$ cat src/rtl/mips_pkg.sv
// Shared MIPS definitions: opcodes, funct codes, ALU encodings, decode records.
package mips_pkg;

  localparam logic [5:0] OP_RTYPE = 6'h00;
  localparam logic [5:0] OP_J     = 6'h02;
  localparam logic [5:0] OP_JAL   = 6'h03;
  localparam logic [5:0] OP_BEQ   = 6'h04;
  localparam logic [5:0] OP_BNE   = 6'h05;
  localparam logic [5:0] OP_ADDI  = 6'h08;
  localparam logic [5:0] OP_SLTI  = 6'h0A;
  localparam logic [5:0] OP_ANDI  = 6'h0C;
  localparam logic [5:0] OP_ORI   = 6'h0D;
  localparam logic [5:0] OP_LUI   = 6'h0F;
  localparam logic [5:0] OP_LW    = 6'h23;
  localparam logic [5:0] OP_SW    = 6'h2B;

  localparam logic [5:0] FN_SLL = 6'h00;
  localparam logic [5:0] FN_SRL = 6'h02;
  localparam logic [5:0] FN_JR  = 6'h08;
  localparam logic [5:0] FN_ADD = 6'h20;
  localparam logic [5:0] FN_SUB = 6'h22;
  localparam logic [5:0] FN_AND = 6'h24;
  localparam logic [5:0] FN_OR  = 6'h25;
  localparam logic [5:0] FN_SLT = 6'h2A;

  localparam logic [4:0] REG_RA = 5'd31;

  typedef enum logic [3:0] {
    ALU_ADD = 4'd0,
    ALU_SUB = 4'd1,
    ALU_AND = 4'd2,
    ALU_OR  = 4'd3,
    ALU_SLT = 4'd4,
    ALU_SLL = 4'd5,
    ALU_SRL = 4'd6,
    ALU_LUI = 4'd7
  } aluOpT;

  typedef struct packed {
    logic regWrite;
    logic memRead;
    logic memWrite;
    logic branchEq;
    logic branchNe;
    logic jump;
    logic jr;
    logic useImm;
  } ctrlT;

  // Contents of the ID/EX pipeline register.
  typedef struct packed {
    logic        valid;
    aluOpT       aluOp;
    ctrlT        ctrl;
    logic [31:0] a;
    logic [31:0] b;
    logic [31:0] imm;
    logic [4:0]  dest;
    logic [4:0]  rs;
    logic [4:0]  rt;
    logic [31:0] target;
    logic [31:0] instrAddr;
  } exRegT;

  function automatic logic [31:0] signExt16(input logic [15:0] v);
    return {{16{v[15]}}, v};
  endfunction

endpackage

$ cat src/rtl/decode_stage_if.sv
// Fetch-to-decode handshake, including the branch/jump redirect.
interface decode_stage_if;
  logic        InstrValid;
  logic [31:0] Instr;
  logic [31:0] InstrAddr;
  logic        InstrReady;
  logic        Flush;

  modport master (output InstrValid, Instr, InstrAddr, Flush, input InstrReady);
  modport slave  (input InstrValid, Instr, InstrAddr, Flush, output InstrReady);
endinterface

$ cat src/rtl/instr_decoder.sv
// Purely combinational instruction decoder: controls, destination, immediate.
module instr_decoder
  import mips_pkg::*;
(
  input  logic [31:0] instr,
  output ctrlT        ctrl,
  output aluOpT       aluOp,
  output logic [31:0] imm,
  output logic [4:0]  dest,
  output logic [4:0]  rs,
  output logic [4:0]  rt,
  output logic        readsRt,
  output logic        isJal,
  output logic        illegal
);

  logic [5:0]  op;
  logic [5:0]  funct;
  logic [4:0]  rd;
  logic [4:0]  shamt;
  logic [15:0] imm16;

  assign op    = instr[31:26];
  assign rs    = instr[25:21];
  assign rt    = instr[20:16];
  assign rd    = instr[15:11];
  assign shamt = instr[10:6];
  assign funct = instr[5:0];
  assign imm16 = instr[15:0];

  // Opcode/funct decode; unsupported encodings collapse to an inert bubble.
  always_comb begin
    ctrl    = '0;
    aluOp   = ALU_ADD;
    imm     = '0;
    dest    = '0;
    readsRt = 1'b0;
    isJal   = 1'b0;
    illegal = 1'b0;
    case (op)
      OP_RTYPE: begin
        readsRt       = 1'b1;
        dest          = rd;
        ctrl.regWrite = 1'b1;
        case (funct)
          FN_ADD: aluOp = ALU_ADD;
          FN_SUB: aluOp = ALU_SUB;
          FN_AND: aluOp = ALU_AND;
          FN_OR:  aluOp = ALU_OR;
          FN_SLT: aluOp = ALU_SLT;
          FN_SLL: begin
            aluOp       = ALU_SLL;
            ctrl.useImm = 1'b1;
            imm         = {27'd0, shamt};
          end
          FN_SRL: begin
            aluOp       = ALU_SRL;
            ctrl.useImm = 1'b1;
            imm         = {27'd0, shamt};
          end
          FN_JR: begin
            ctrl.jr       = 1'b1;
            ctrl.regWrite = 1'b0;
            dest          = '0;
          end
          default: illegal = 1'b1;
        endcase
      end
      OP_ADDI, OP_SLTI: begin
        aluOp         = (op == OP_ADDI) ? ALU_ADD : ALU_SLT;
        ctrl.useImm   = 1'b1;
        ctrl.regWrite = 1'b1;
        imm           = signExt16(imm16);
        dest          = rt;
      end
      OP_ANDI, OP_ORI: begin
        aluOp         = (op == OP_ANDI) ? ALU_AND : ALU_OR;
        ctrl.useImm   = 1'b1;
        ctrl.regWrite = 1'b1;
        imm           = {16'd0, imm16};
        dest          = rt;
      end
      OP_LUI: begin
        aluOp         = ALU_LUI;
        ctrl.useImm   = 1'b1;
        ctrl.regWrite = 1'b1;
        imm           = {imm16, 16'd0};
        dest          = rt;
      end
      OP_LW: begin
        ctrl.useImm   = 1'b1;
        ctrl.regWrite = 1'b1;
        ctrl.memRead  = 1'b1;
        imm           = signExt16(imm16);
        dest          = rt;
      end
      OP_SW: begin
        ctrl.useImm   = 1'b1;
        ctrl.memWrite = 1'b1;
        imm           = signExt16(imm16);
        readsRt       = 1'b1;
      end
      OP_BEQ, OP_BNE: begin
        aluOp         = ALU_SUB;
        ctrl.branchEq = (op == OP_BEQ);
        ctrl.branchNe = (op == OP_BNE);
        imm           = signExt16(imm16);
        readsRt       = 1'b1;
      end
      OP_J: ctrl.jump = 1'b1;
      OP_JAL: begin
        ctrl.jump = 1'b1;
        isJal     = 1'b1;
        dest      = REG_RA;
      end
      default: illegal = 1'b1;
    endcase
    if (illegal) begin
      ctrl    = '0;
      dest    = '0;
      imm     = '0;
      readsRt = 1'b0;
    end
    // $zero is never written; jal's $ra goes through the register file's Jal port.
    if (dest == 5'd0 || isJal) ctrl.regWrite = 1'b0;
  end

endmodule

$ cat src/rtl/decode_stage.sv
// Decode stage: IF/ID latch, register-file addressing, ID/EX capture,
// load-use stall and flush handling.
module decode_stage
  import mips_pkg::*;
#(
  parameter int XLEN = 32
) (
  input  logic             Clk,
  input  logic             Rst_n,
  decode_stage_if.slave    fetch,
  output logic [4:0]       ReadReg1,
  output logic [4:0]       ReadReg2,
  input  logic [XLEN-1:0]  DataRead1,
  input  logic [XLEN-1:0]  DataRead2,
  output logic             Jal,
  output logic [31:0]      ImmiAddr,
  output logic             ExValid,
  output logic [3:0]       ExAluOp,
  output logic [XLEN-1:0]  ExA,
  output logic [XLEN-1:0]  ExB,
  output logic [XLEN-1:0]  ExImm,
  output logic [4:0]       ExDest,
  output logic [4:0]       ExRs,
  output logic [4:0]       ExRt,
  output logic             ExRegWrite,
  output logic             ExMemRead,
  output logic             ExMemWrite,
  output logic             ExBranchEq,
  output logic             ExBranchNe,
  output logic             ExJump,
  output logic             ExJr,
  output logic             ExUseImm,
  output logic [31:0]      ExTarget,
  output logic [31:0]      ExInstrAddr,
  output logic             Illegal
);

  logic        ifValid;
  logic [31:0] ifInstr;
  logic [31:0] ifAddr;

  ctrlT        decCtrl;
  aluOpT       decAluOp;
  logic [31:0] decImm;
  logic [4:0]  decDest;
  logic [4:0]  decRs;
  logic [4:0]  decRt;
  logic        decReadsRt;
  logic        decIsJal;
  logic        decIllegal;

  exRegT       exReg;
  exRegT       exNext;
  logic        hazard;
  logic        advance;

  instr_decoder uDecoder (
    .instr   (ifInstr),
    .ctrl    (decCtrl),
    .aluOp   (decAluOp),
    .imm     (decImm),
    .dest    (decDest),
    .rs      (decRs),
    .rt      (decRt),
    .readsRt (decReadsRt),
    .isJal   (decIsJal),
    .illegal (decIllegal)
  );

  assign hazard = ifValid && exReg.valid && exReg.ctrl.memRead && (exReg.dest != 5'd0) &&
                  ((exReg.dest == decRs) || (decReadsRt && (exReg.dest == decRt)));
  assign advance = ifValid && !hazard;

  assign fetch.InstrReady = !hazard;
  assign ReadReg1 = ifValid ? decRs : 5'd0;
  assign ReadReg2 = ifValid ? decRt : 5'd0;
  assign Jal      = advance && decIsJal && !fetch.Flush;
  assign ImmiAddr = ifValid ? ifAddr : 32'd0;

  // IF/ID: hold during a stall, drop everything on a redirect.
  always_ff @(posedge Clk or negedge Rst_n) begin
    if (!Rst_n) begin
      ifValid <= 1'b0;
      ifInstr <= '0;
      ifAddr  <= '0;
    end else if (fetch.Flush) begin
      ifValid <= 1'b0;
    end else if (!hazard) begin
      ifValid <= fetch.InstrValid;
      if (fetch.InstrValid) begin
        ifInstr <= fetch.Instr;
        ifAddr  <= fetch.InstrAddr;
      end
    end
  end

  // Next ID/EX contents; an empty or stalled IF/ID yields an all-zero bubble.
  always_comb begin
    exNext = '0;
    if (advance) begin
      exNext.valid     = 1'b1;
      exNext.aluOp     = decAluOp;
      exNext.ctrl      = decCtrl;
      exNext.a         = 32'(DataRead1);
      exNext.b         = 32'(DataRead2);
      exNext.imm       = decImm;
      exNext.dest      = decDest;
      exNext.rs        = decRs;
      exNext.rt        = decRt;
      exNext.target    = {ifAddr[31:26], ifInstr[25:0]};
      exNext.instrAddr = ifAddr;
    end
  end

  // ID/EX register; a redirect kills the instruction just leaving decode.
  always_ff @(posedge Clk or negedge Rst_n) begin
    if (!Rst_n) begin
      exReg <= '0;
    end else if (fetch.Flush) begin
      exReg <= '0;
    end else begin
      exReg <= exNext;
    end
  end

  // Sticky flag for any unsupported encoding that reached ID/EX.
  always_ff @(posedge Clk or negedge Rst_n) begin
    if (!Rst_n) begin
      Illegal <= 1'b0;
    end else if (!fetch.Flush && advance && decIllegal) begin
      Illegal <= 1'b1;
    end
  end

  assign ExValid     = exReg.valid;
  assign ExAluOp     = exReg.aluOp;
  assign ExA         = XLEN'(exReg.a);
  assign ExB         = XLEN'(exReg.b);
  assign ExImm       = XLEN'(exReg.imm);
  assign ExDest      = exReg.dest;
  assign ExRs        = exReg.rs;
  assign ExRt        = exReg.rt;
  assign ExRegWrite  = exReg.ctrl.regWrite;
  assign ExMemRead   = exReg.ctrl.memRead;
  assign ExMemWrite  = exReg.ctrl.memWrite;
  assign ExBranchEq  = exReg.ctrl.branchEq;
  assign ExBranchNe  = exReg.ctrl.branchNe;
  assign ExJump      = exReg.ctrl.jump;
  assign ExJr        = exReg.ctrl.jr;
  assign ExUseImm    = exReg.ctrl.useImm;
  assign ExTarget    = exReg.target;
  assign ExInstrAddr = exReg.instrAddr;

endmodule

$ cat src/flat_wrapper.sv
// flat-port wrapper written by rule: the top's interface ports become plain ports
module decode_stage_flat import mips_pkg::*;
#(
  parameter int XLEN = 32
)
  (Clk, Rst_n, ReadReg1, ReadReg2, DataRead1, DataRead2, Jal, ImmiAddr, ExValid, ExAluOp, ExA, ExB, ExImm, ExDest, ExRs, ExRt, ExRegWrite, ExMemRead, ExMemWrite, ExBranchEq, ExBranchNe, ExJump, ExJr, ExUseImm, ExTarget, ExInstrAddr, Illegal, fetch_InstrValid, fetch_Instr, fetch_InstrAddr, fetch_Flush, fetch_InstrReady);
  decode_stage_if fetch_i ();
  input  logic Clk;
  input  logic Rst_n;
  output logic [4:0] ReadReg1;
  output logic [4:0] ReadReg2;
  input  logic [XLEN-1:0] DataRead1;
  input  logic [XLEN-1:0] DataRead2;
  output logic Jal;
  output logic [31:0] ImmiAddr;
  output logic ExValid;
  output logic [3:0] ExAluOp;
  output logic [XLEN-1:0] ExA;
  output logic [XLEN-1:0] ExB;
  output logic [XLEN-1:0] ExImm;
  output logic [4:0] ExDest;
  output logic [4:0] ExRs;
  output logic [4:0] ExRt;
  output logic ExRegWrite;
  output logic ExMemRead;
  output logic ExMemWrite;
  output logic ExBranchEq;
  output logic ExBranchNe;
  output logic ExJump;
  output logic ExJr;
  output logic ExUseImm;
  output logic [31:0] ExTarget;
  output logic [31:0] ExInstrAddr;
  output logic Illegal;
  input wire logic [$bits(fetch_i.InstrValid)-1:0] fetch_InstrValid;
  input wire logic [$bits(fetch_i.Instr)-1:0] fetch_Instr;
  input wire logic [$bits(fetch_i.InstrAddr)-1:0] fetch_InstrAddr;
  input wire logic [$bits(fetch_i.Flush)-1:0] fetch_Flush;
  output wire logic [$bits(fetch_i.InstrReady)-1:0] fetch_InstrReady;
  assign fetch_i.InstrValid = fetch_InstrValid;
  assign fetch_i.Instr = fetch_Instr;
  assign fetch_i.InstrAddr = fetch_InstrAddr;
  assign fetch_i.Flush = fetch_Flush;
  assign fetch_InstrReady = fetch_i.InstrReady;
  decode_stage #(.XLEN(XLEN)) u_core (.Clk(Clk), .Rst_n(Rst_n), .fetch(fetch_i), .ReadReg1(ReadReg1), .ReadReg2(ReadReg2), .DataRead1(DataRead1), .DataRead2(DataRead2), .Jal(Jal), .ImmiAddr(ImmiAddr), .ExValid(ExValid), .ExAluOp(ExAluOp), .ExA(ExA), .ExB(ExB), .ExImm(ExImm), .ExDest(ExDest), .ExRs(ExRs), .ExRt(ExRt), .ExRegWrite(ExRegWrite), .ExMemRead(ExMemRead), .ExMemWrite(ExMemWrite), .ExBranchEq(ExBranchEq), .ExBranchNe(ExBranchNe), .ExJump(ExJump), .ExJr(ExJr), .ExUseImm(ExUseImm), .ExTarget(ExTarget), .ExInstrAddr(ExInstrAddr), .Illegal(Illegal));
endmodule
$ cat config.mk
export PLATFORM = sky130hd
export DESIGN_NAME = decode_stage_flat
export DESIGN_NICKNAME = d
export VERILOG_FILES = /design/src/rtl/mips_pkg.sv /design/src/rtl/decode_stage_if.sv /design/src/rtl/instr_decoder.sv /design/src/rtl/decode_stage.sv /design/src/flat_wrapper.sv
export SDC_FILE = /design/constraint.sdc
export NUM_CORES = 1
export LEC_CHECK = 0
export CELL_PAD_IN_SITES_DETAIL_PLACEMENT = 2
export CELL_PAD_IN_SITES_GLOBAL_PLACEMENT = 2
export CORE_UTILIZATION = 25
export CTS_BUF_LIST = sky130_fd_sc_hd__clkbuf_4 sky130_fd_sc_hd__clkbuf_8 sky130_fd_sc_hd__clkbuf_16
export DETAILED_ROUTE_END_ITERATION = 12
export HOLD_SLACK_MARGIN = 0.08
export PLACE_DENSITY = 0.76
export SLEW_MARGIN = 0
export SYNTH_ARGS = -nofsm -noshare
export SYNTH_HDL_FRONTEND = slang
export SYNTH_SLANG_ARGS = --single-unit
export TNS_END_PERCENT = 100
$ cat constraint.sdc
create_clock -name Clk -period 2.5 [get_ports Clk]
set_clock_uncertainty 0.2 [all_clocks]
set_input_delay 0.5 -clock Clk [delete_from_list [all_inputs] [get_ports Clk]]
set_output_delay 0.5 -clock Clk [all_outputs]
set_load 0.01 [all_outputs]
==> results.tsv, run 1 <==
stage	metric	value	unit
routing	dr.pass1.iters	4	
sta	fin_tns_setup	-78.75	ns
sta	rsz0062_at_grt	true	
pwr	power.density	627	mW/mm^2
clocking	htreeDepth	1	
logic_synthesis	syn_area_per_cell	13.2	um^2
sta	post-route-period-util	126	%
setup_path	crit_family	simple AND/OR/NAND/NOR gates	
grt	grt_overflow	0	
setup_path	cp-start-kind	flip-flop	
grt	antenna_found_initial	2	
sta	tightest_slew	0.633	ns
setup_path	critPathCapture	Jal	
setup_path	crit_start	u_core.ifInstr[29]$_DFFE_PN0P_	
pwr	ir_drop	0.000459	V
grt	gr-usage-all-layers	21.2	%
clocking	cts.clk_slew.worst_paths	0.07	ns
placement	pre_cts_ws	-0.437	ns
layout	nNetsFinal	1323	
status	status	finished, violations left	
logic_synthesis	synth-async-reset-ratio	100	%
clocking	clock_path_buffers	3	
setup_path	cp.required	1.80	ns
floorplan	core_area	0.0368	mm^2
logic_synthesis	ys_ff_latch	237	
setup_path	cp.depth	7	
sta	min_period	3.15	ns
sta	hold_viol_final	0	
logic_synthesis	yosysMostFrequentCell	dfrtp_1	
sta	slew_headroom	57.8	%
grt	grt_max_degree	68	
routing	first_iter_violations	203	
setup_path	endpoint_kind	output pin	
grt	grt_first_pass_wirelength	59900	um
logic_synthesis	synth_edf_count	0	
logic_synthesis	yosysWarnings	0	
logic_synthesis	synth_fp_nets	843	
logic_synthesis	synth-seq-area-share	63.2	%
status	violations	negative setup slack	
setup_path	crit_arrival	2.45	ns
logic_synthesis	yosys.area.top_type	dfrtp_1	
layout	area_delta_synth_final	77.3	%
min_path	hold_path_class	in -> async	
setup_path	worstPathMaxFanout	3	
placement	numPortBuffers	363	
setup_path	timing.rr.start	u_core.ifInstr[29]$_DFFE_PN0P_	
logic_synthesis	yosys_most_used_dff	dfrtp_1	
placement	dp.final_hpwl	24100	um
setup_path	worst-r2r-cell-count	13	
placement	gp_congestion	0.769	
sta	setup_viol	248	
logic_synthesis	netlist_instances	711	
clocking	cts_made_buffers	28	
clocking	cts_tree	yes	
sta	fmax	318	MHz
setup_path	critPathKind	reg -> out	
clocking	clk_latency	0.57	ns
floorplan	dieArea	0.0383	mm^2
floorplan	pin_count	365	
layout	drive_gt1_share	32.0	%
routing	drt_wl_total	41800	um
routing	antenna_left	0	
logic_synthesis	ys_types	58	
routing	num_vias	7572	
floorplan	initial_core_util	25.5	%
floorplan	rows	70	
setup_path	crit_path_max_incr_delay	0.40	ns
sta	maxSlewViolCount	0	
job	drv_cap	0	
setup_path	r2r_slack	-0.54	ns
floorplan	die_h	196	um
floorplan	die_x	196	um
logic_synthesis	synthTopCellsByCount	237 x dfrtp_1, 168 x and2_1, 53 x mux2_4	
sta	worst_slack	-0.649	ns
logic_synthesis	synth_area	0.00938	mm^2
routing	drc	0	
layout	fillers	3574	
clocking	cts_sinks	237	
routing	wl_per_cell	24.9	um
clocking	root_buffer	clkbuf_16	
setup_path	crit_slowest_cell	dfrtp_1	
pwr	cellLeakagePower	7.54	nW
grt	first_global_vias	8857	
logic_synthesis	synth_area_leaders	dfrtp_1 63%, and2_1 11%, mux2_4 8.5%, buf_4 1.4%, a21oi_1 1.3%	
logic_synthesis	synth_top_area_share	63.2	%
setup_path	worst-path-buf-inv	2	
routing	avgViaCountPerCell	4.51	
setup_path	path_cells	or2_4 -> or3_4 -> a2111oi_4 -> buf_4 -> a21oi_4 -> and2_4 -> buf_6	
setup_path	r2r_end	u_core.ifInstr[25]$_DFFE_PN0P_	
## state kept, by name, summed over array words and instances, names as in the netlist, 3 cells and up
register / flops
u_core.ExDest: 5
u_core.ExA: 32
u_core.ExTarget: 23
u_core.ExB: 32
u_core.ifAddr: 32
u_core.ExImm: 32
u_core.ExRs: 4
u_core.ExAluOp: 3
u_core.ExRt: 4
u_core.ifInstr: 32
u_core.ExInstrAddr: 27
## what timing repair did
| item | in CTS | in global routing |
|---|---|---|
| pin swaps | 6 | 5 |
| hold buffers | 1 | 0 |
| hold endpoints to repair | 129 | 0 |
| endpoints found under the setup margin | 247 | 275 |
| setup buffers | 20 | 22 |
| cloned | 25 | 4 |
| gates resized for setup | 127 | 153 |
## per-stage QoR
| stage | hold slack [ns] | util, % | power, mW | cells | cell area, um^2 |
|---|---|---|---|---|---|
| floorplan | 0.00441 | - | 4.94 | 711 | 9430 |
| global placement | 0.245 | 38.2 | 5.85 | 1567 | 14000 |
| detailed placement | 0.247 | 38.2 | 5.91 | 1567 | 14000 |
| CTS | 0.265 | 43.7 | 10.4 | 1663 | 16100 |
| global route | 0.282 | 45.2 | 10.8 | 1679 | 16600 |
| finish | 0.262 | 45.2 | 10.4 | 1680 | 16600 |
## routing by layer
metal  GRT usage (%)  routed length (um)
met5               0                  13
met4            5.58                 886
met3            6.57                3430
met2            38.9               22000
met1            23.4               15500
## worst min-delay path by stage
stage | cells after the start | start | end
6_report | 2 | Rst_n | u_core.ExTarget[7]$_DFF_PN0_
5_1_grt | 2 | Rst_n | u_core.ExA[1]$_DFF_PN0_
4_1_cts | 2 | Rst_n | u_core.ExA[14]$_DFF_PN0_
3_5_place_dp | 1 | Rst_n | u_core.ExA[14]$_DFF_PN0_
3_3_place_gp | 1 | Rst_n | u_core.ExB[30]$_DFF_PN0_
2_1_floorplan | 0 | Rst_n | u_core.ExA[0]$_DFF_PN0_
## logic make-up after synthesis
kind of cell | count (synthesis) | synth area share, %
mux | 62 | 9.56
simple gates | 267 | 17.0
flops | 237 | 63.2
other cells | 1 | 0.0400
buf+inv | 64 | 3.83
xor+xnor | 11 | 1.03
compound gates | 69 | 5.36
## power breakdown
| part | leakage, nW | total, mW | internal (mW) | switching (mW) |
|---|---|---|---|---|
| combinational | 3.92 | 1.88 | 1.09 | 0.794 |
| clock | 0.486 | 4.29 | 2.56 | 1.73 |
| sequential | 3.13 | 4.27 | 4.06 | 0.208 |
| total | 7.54 | 10.4 | 7.71 | 2.73 |
## final cells by class
cell class | count | area (um^2) | area share, %
antenna | 1 | 2.50 | 0.0150
clock buffer | 44 | 901 | 5.41
clock inverter | 6 | 62.6 | 0.376
inverter | 5 | 18.8 | 0.113
multi-input combinational | 410 | 3510 | 21.1
sequential | 237 | 5930 | 35.6
tap | 468 | 586 | 3.52
timing repair buffer | 509 | 5630 | 33.8
## cell usage in the layout, fill, tap and decap left out, types with 15 or more instances in the layout
cell             netlist  routed
clkdlybuf4s50_1        0     319
dfrtp_1              237     237
and2_4                 0      97
buf_4                 17      76
and2_1               168      71
mux2_4                53      62
clkbuf_16              0      33
nand2_1               25      25
dlygate4sd2_1          0      23
a21oi_1               24      22
buf_12                 0      22
buf_16                 0      18
clkdlybuf4s15_1        0      17
nor2_1                15      15
No activity file was read; power rests on OpenSTA's default activity.
==> run 2: changes to the inputs <==
- CTS_BUF_LIST: sky130_fd_sc_hd__clkbuf_4 sky130_fd_sc_hd__clkbuf_8 sky130_fd_sc_hd__clkbuf_16 -> unset
- SLEW_MARGIN: 0 -> 10
==> run 2 against run 1 <==
Effect of this change:
- the run still ends with negative setup slack left
- non-clock buffer count decreased by 12
- combinational power decreased by 4%
- cell count decreased by 0.60%
- setup slack got worse by 0.022 ns
- die area unchanged
- largest cell class unchanged
- largest power group is now sequential cells
- clock power decreased by 2%
- sequential share of layout area increased by 0.97 points
- first-iteration DRC count increased by 23%
==> results.tsv, run 2 (same netlist as run 1, synthesis figures left out) <==
stage	metric	value	unit
sta	worst_slack	-0.670	ns
sta	fmax	315	MHz
status	status	finished, violations left	
placement	gp_congestion	0.769	
layout	nNetsFinal	1311	
setup_path	r2r_slack	-0.45	ns
clocking	clock_path_buffers	3	
pwr	power.density	634	mW/mm^2
job	drv_cap	0	
min_path	hold_path_class	in -> async	
sta	setup_viol	264	
layout	fillers	3597	
routing	num_vias	7471	
placement	numPortBuffers	363	
floorplan	core_area	0.0368	mm^2
grt	grt_first_pass_wirelength	59100	um
routing	drt_wl_total	40200	um
setup_path	endpoint_kind	output pin	
pwr	ir_drop	0.000429	V
sta	slew_headroom	63.5	%
routing	avgViaCountPerCell	4.47	
setup_path	crit_arrival	2.47	ns
routing	dr.pass1.iters	4	
sta	holdWs	0.275	ns
floorplan	die_h	196	um
clocking	root_buffer	clkbuf_16	
layout	sequential_cell_area	0.00593	mm^2
sta	maxSlewViolCount	0	
routing	drc	0	
routing	antenna_left	0	
placement	dp.final_hpwl	24100	um
floorplan	initial_core_util	25.5	%
layout	final_cell_mix	320 x clkdlybuf4s50_1, 237 x dfrtp_1, 160 x and2_1	
sta	rsz0062_at_grt	true	
routing	wl_per_cell	24.1	um
setup_path	crit_slowest_cell	a2111oi_4	
layout	area_delta_synth_final	72.6	%
clocking	cts_made_buffers	28	
setup_path	cp.required	1.80	ns
grt	gr-usage-all-layers	20.8	%
layout	multiInputGateArea	0.00329	mm^2
layout	instances_no_fill	1670	
setup_path	crit_start	u_core.ifInstr[27]$_DFFE_PN0P_	
setup_path	path_cells	or2_4 -> or3_4 -> a2111oi_4 -> a21oi_4 -> and2_4 -> buf_6	
sta	min_period	3.17	ns
sta	hold_viol_final	0	
layout	final_common_cell	clkdlybuf4s50_1	
floorplan	dieArea	0.0383	mm^2
sta	fin_tns_setup	-67.07	ns
clocking	cts_tree	yes	
placement	place_inst	1567	
setup_path	cp-start-kind	flip-flop	
status	violations	negative setup slack	
grt	grt_overflow	0	
grt	grt_max_degree	68	
layout	drive_gt1_share	23.4	%
layout	fin_area	0.0162	mm^2
floorplan	die_x	196	um
floorplan	rows	70	
clocking	htreeDepth	1	
floorplan	pin_count	365	
pwr	cellLeakagePower	7.32	nW
setup_path	critPathKind	reg -> out	
clocking	clk_latency	0.56	ns
setup_path	worst-path-buf-inv	1	
clocking	cts.clk_slew.worst_paths	0.06	ns
setup_path	crit_path_max_incr_delay	0.47	ns
setup_path	crit_family	simple AND/OR/NAND/NOR gates	
placement	place_area	0.0140	mm^2
setup_path	timing.rr.start	u_core.ExDest[3]$_DFF_PN0_	
routing	first_iter_violations	250	
grt	first_global_vias	8847	
sta	tightest_slew	0.547	ns
setup_path	worstPathMaxFanout	4	
clocking	cts_sinks	237	
sta	post-route-period-util	127	%
grt	antenna_found_initial	4	
[run 2: path summary, 6_finish.rpt]
| path | to | cells after the start |
|---|---|---|
| max in group asynchronous | u_core.ExInstrAddr[5]$_DFF_PN0_ | 3 |
| max | Jal | 6 |
| max reg2reg | u_core.ifAddr[23]$_DFFE_PN0P_ | 10 |
| min | u_core.ExA[5]$_DFF_PN0_ | 2 |
| min in group Clk | u_core.Illegal$_DFFE_PN0P_ | 1 |
| min reg2reg | u_core.Illegal$_DFFE_PN0P_ | 1 |
[run 2: what timing repair did]
| item | CTS | global route |
|---|---|---|
| gates cloned | 22 | 1 |
| pin swaps | 6 | 8 |
| buffers inserted | 20 | 14 |
| hold endpoints to repair | 119 | 0 |
| resized for setup | 128 | 32 |
| setup endpoints to repair | 247 | 275 |
| hold buffers | 1 | 0 |
[run 2: layout make-up]
type,count,share of cell area [%]
Antenna cell,3,0.0464
Clock buffer,44,5.45
Clock inverter,6,0.386
Inverter,5,0.116
Multi-Input combinational cell,410,20.3
Sequential cell,237,36.6
Tap cell,468,3.62
Timing Repair Buffer,497,33.5
[run 2: layer usage]
layer	global-route usage [%]	wire, um
met5	0	13
met4	5.47	803
met3	6.09	2940
met2	38.2	20700
met1	23.4	15800
[run 2: per-stage QoR]
stage	setup slack (ns)	utilization [%]	power (mW)
after global placement	-0.425	38.2	5.85
final	-0.670	44.0	10.3
after CTS	-0.664	43.6	10.3
after floorplan	-0.267	-	4.94
after global routing	-0.728	44.0	10.7
after detailed placement	-0.437	38.2	5.91
[run 2: report_power, final]
part | switching (mW) | leakage (nW) | total, mW | internal [mW]
combinational | 0.761 | 3.72 | 1.81 | 1.04
clock | 1.69 | 0.469 | 4.20 | 2.51
sequential | 0.204 | 3.13 | 4.26 | 4.06
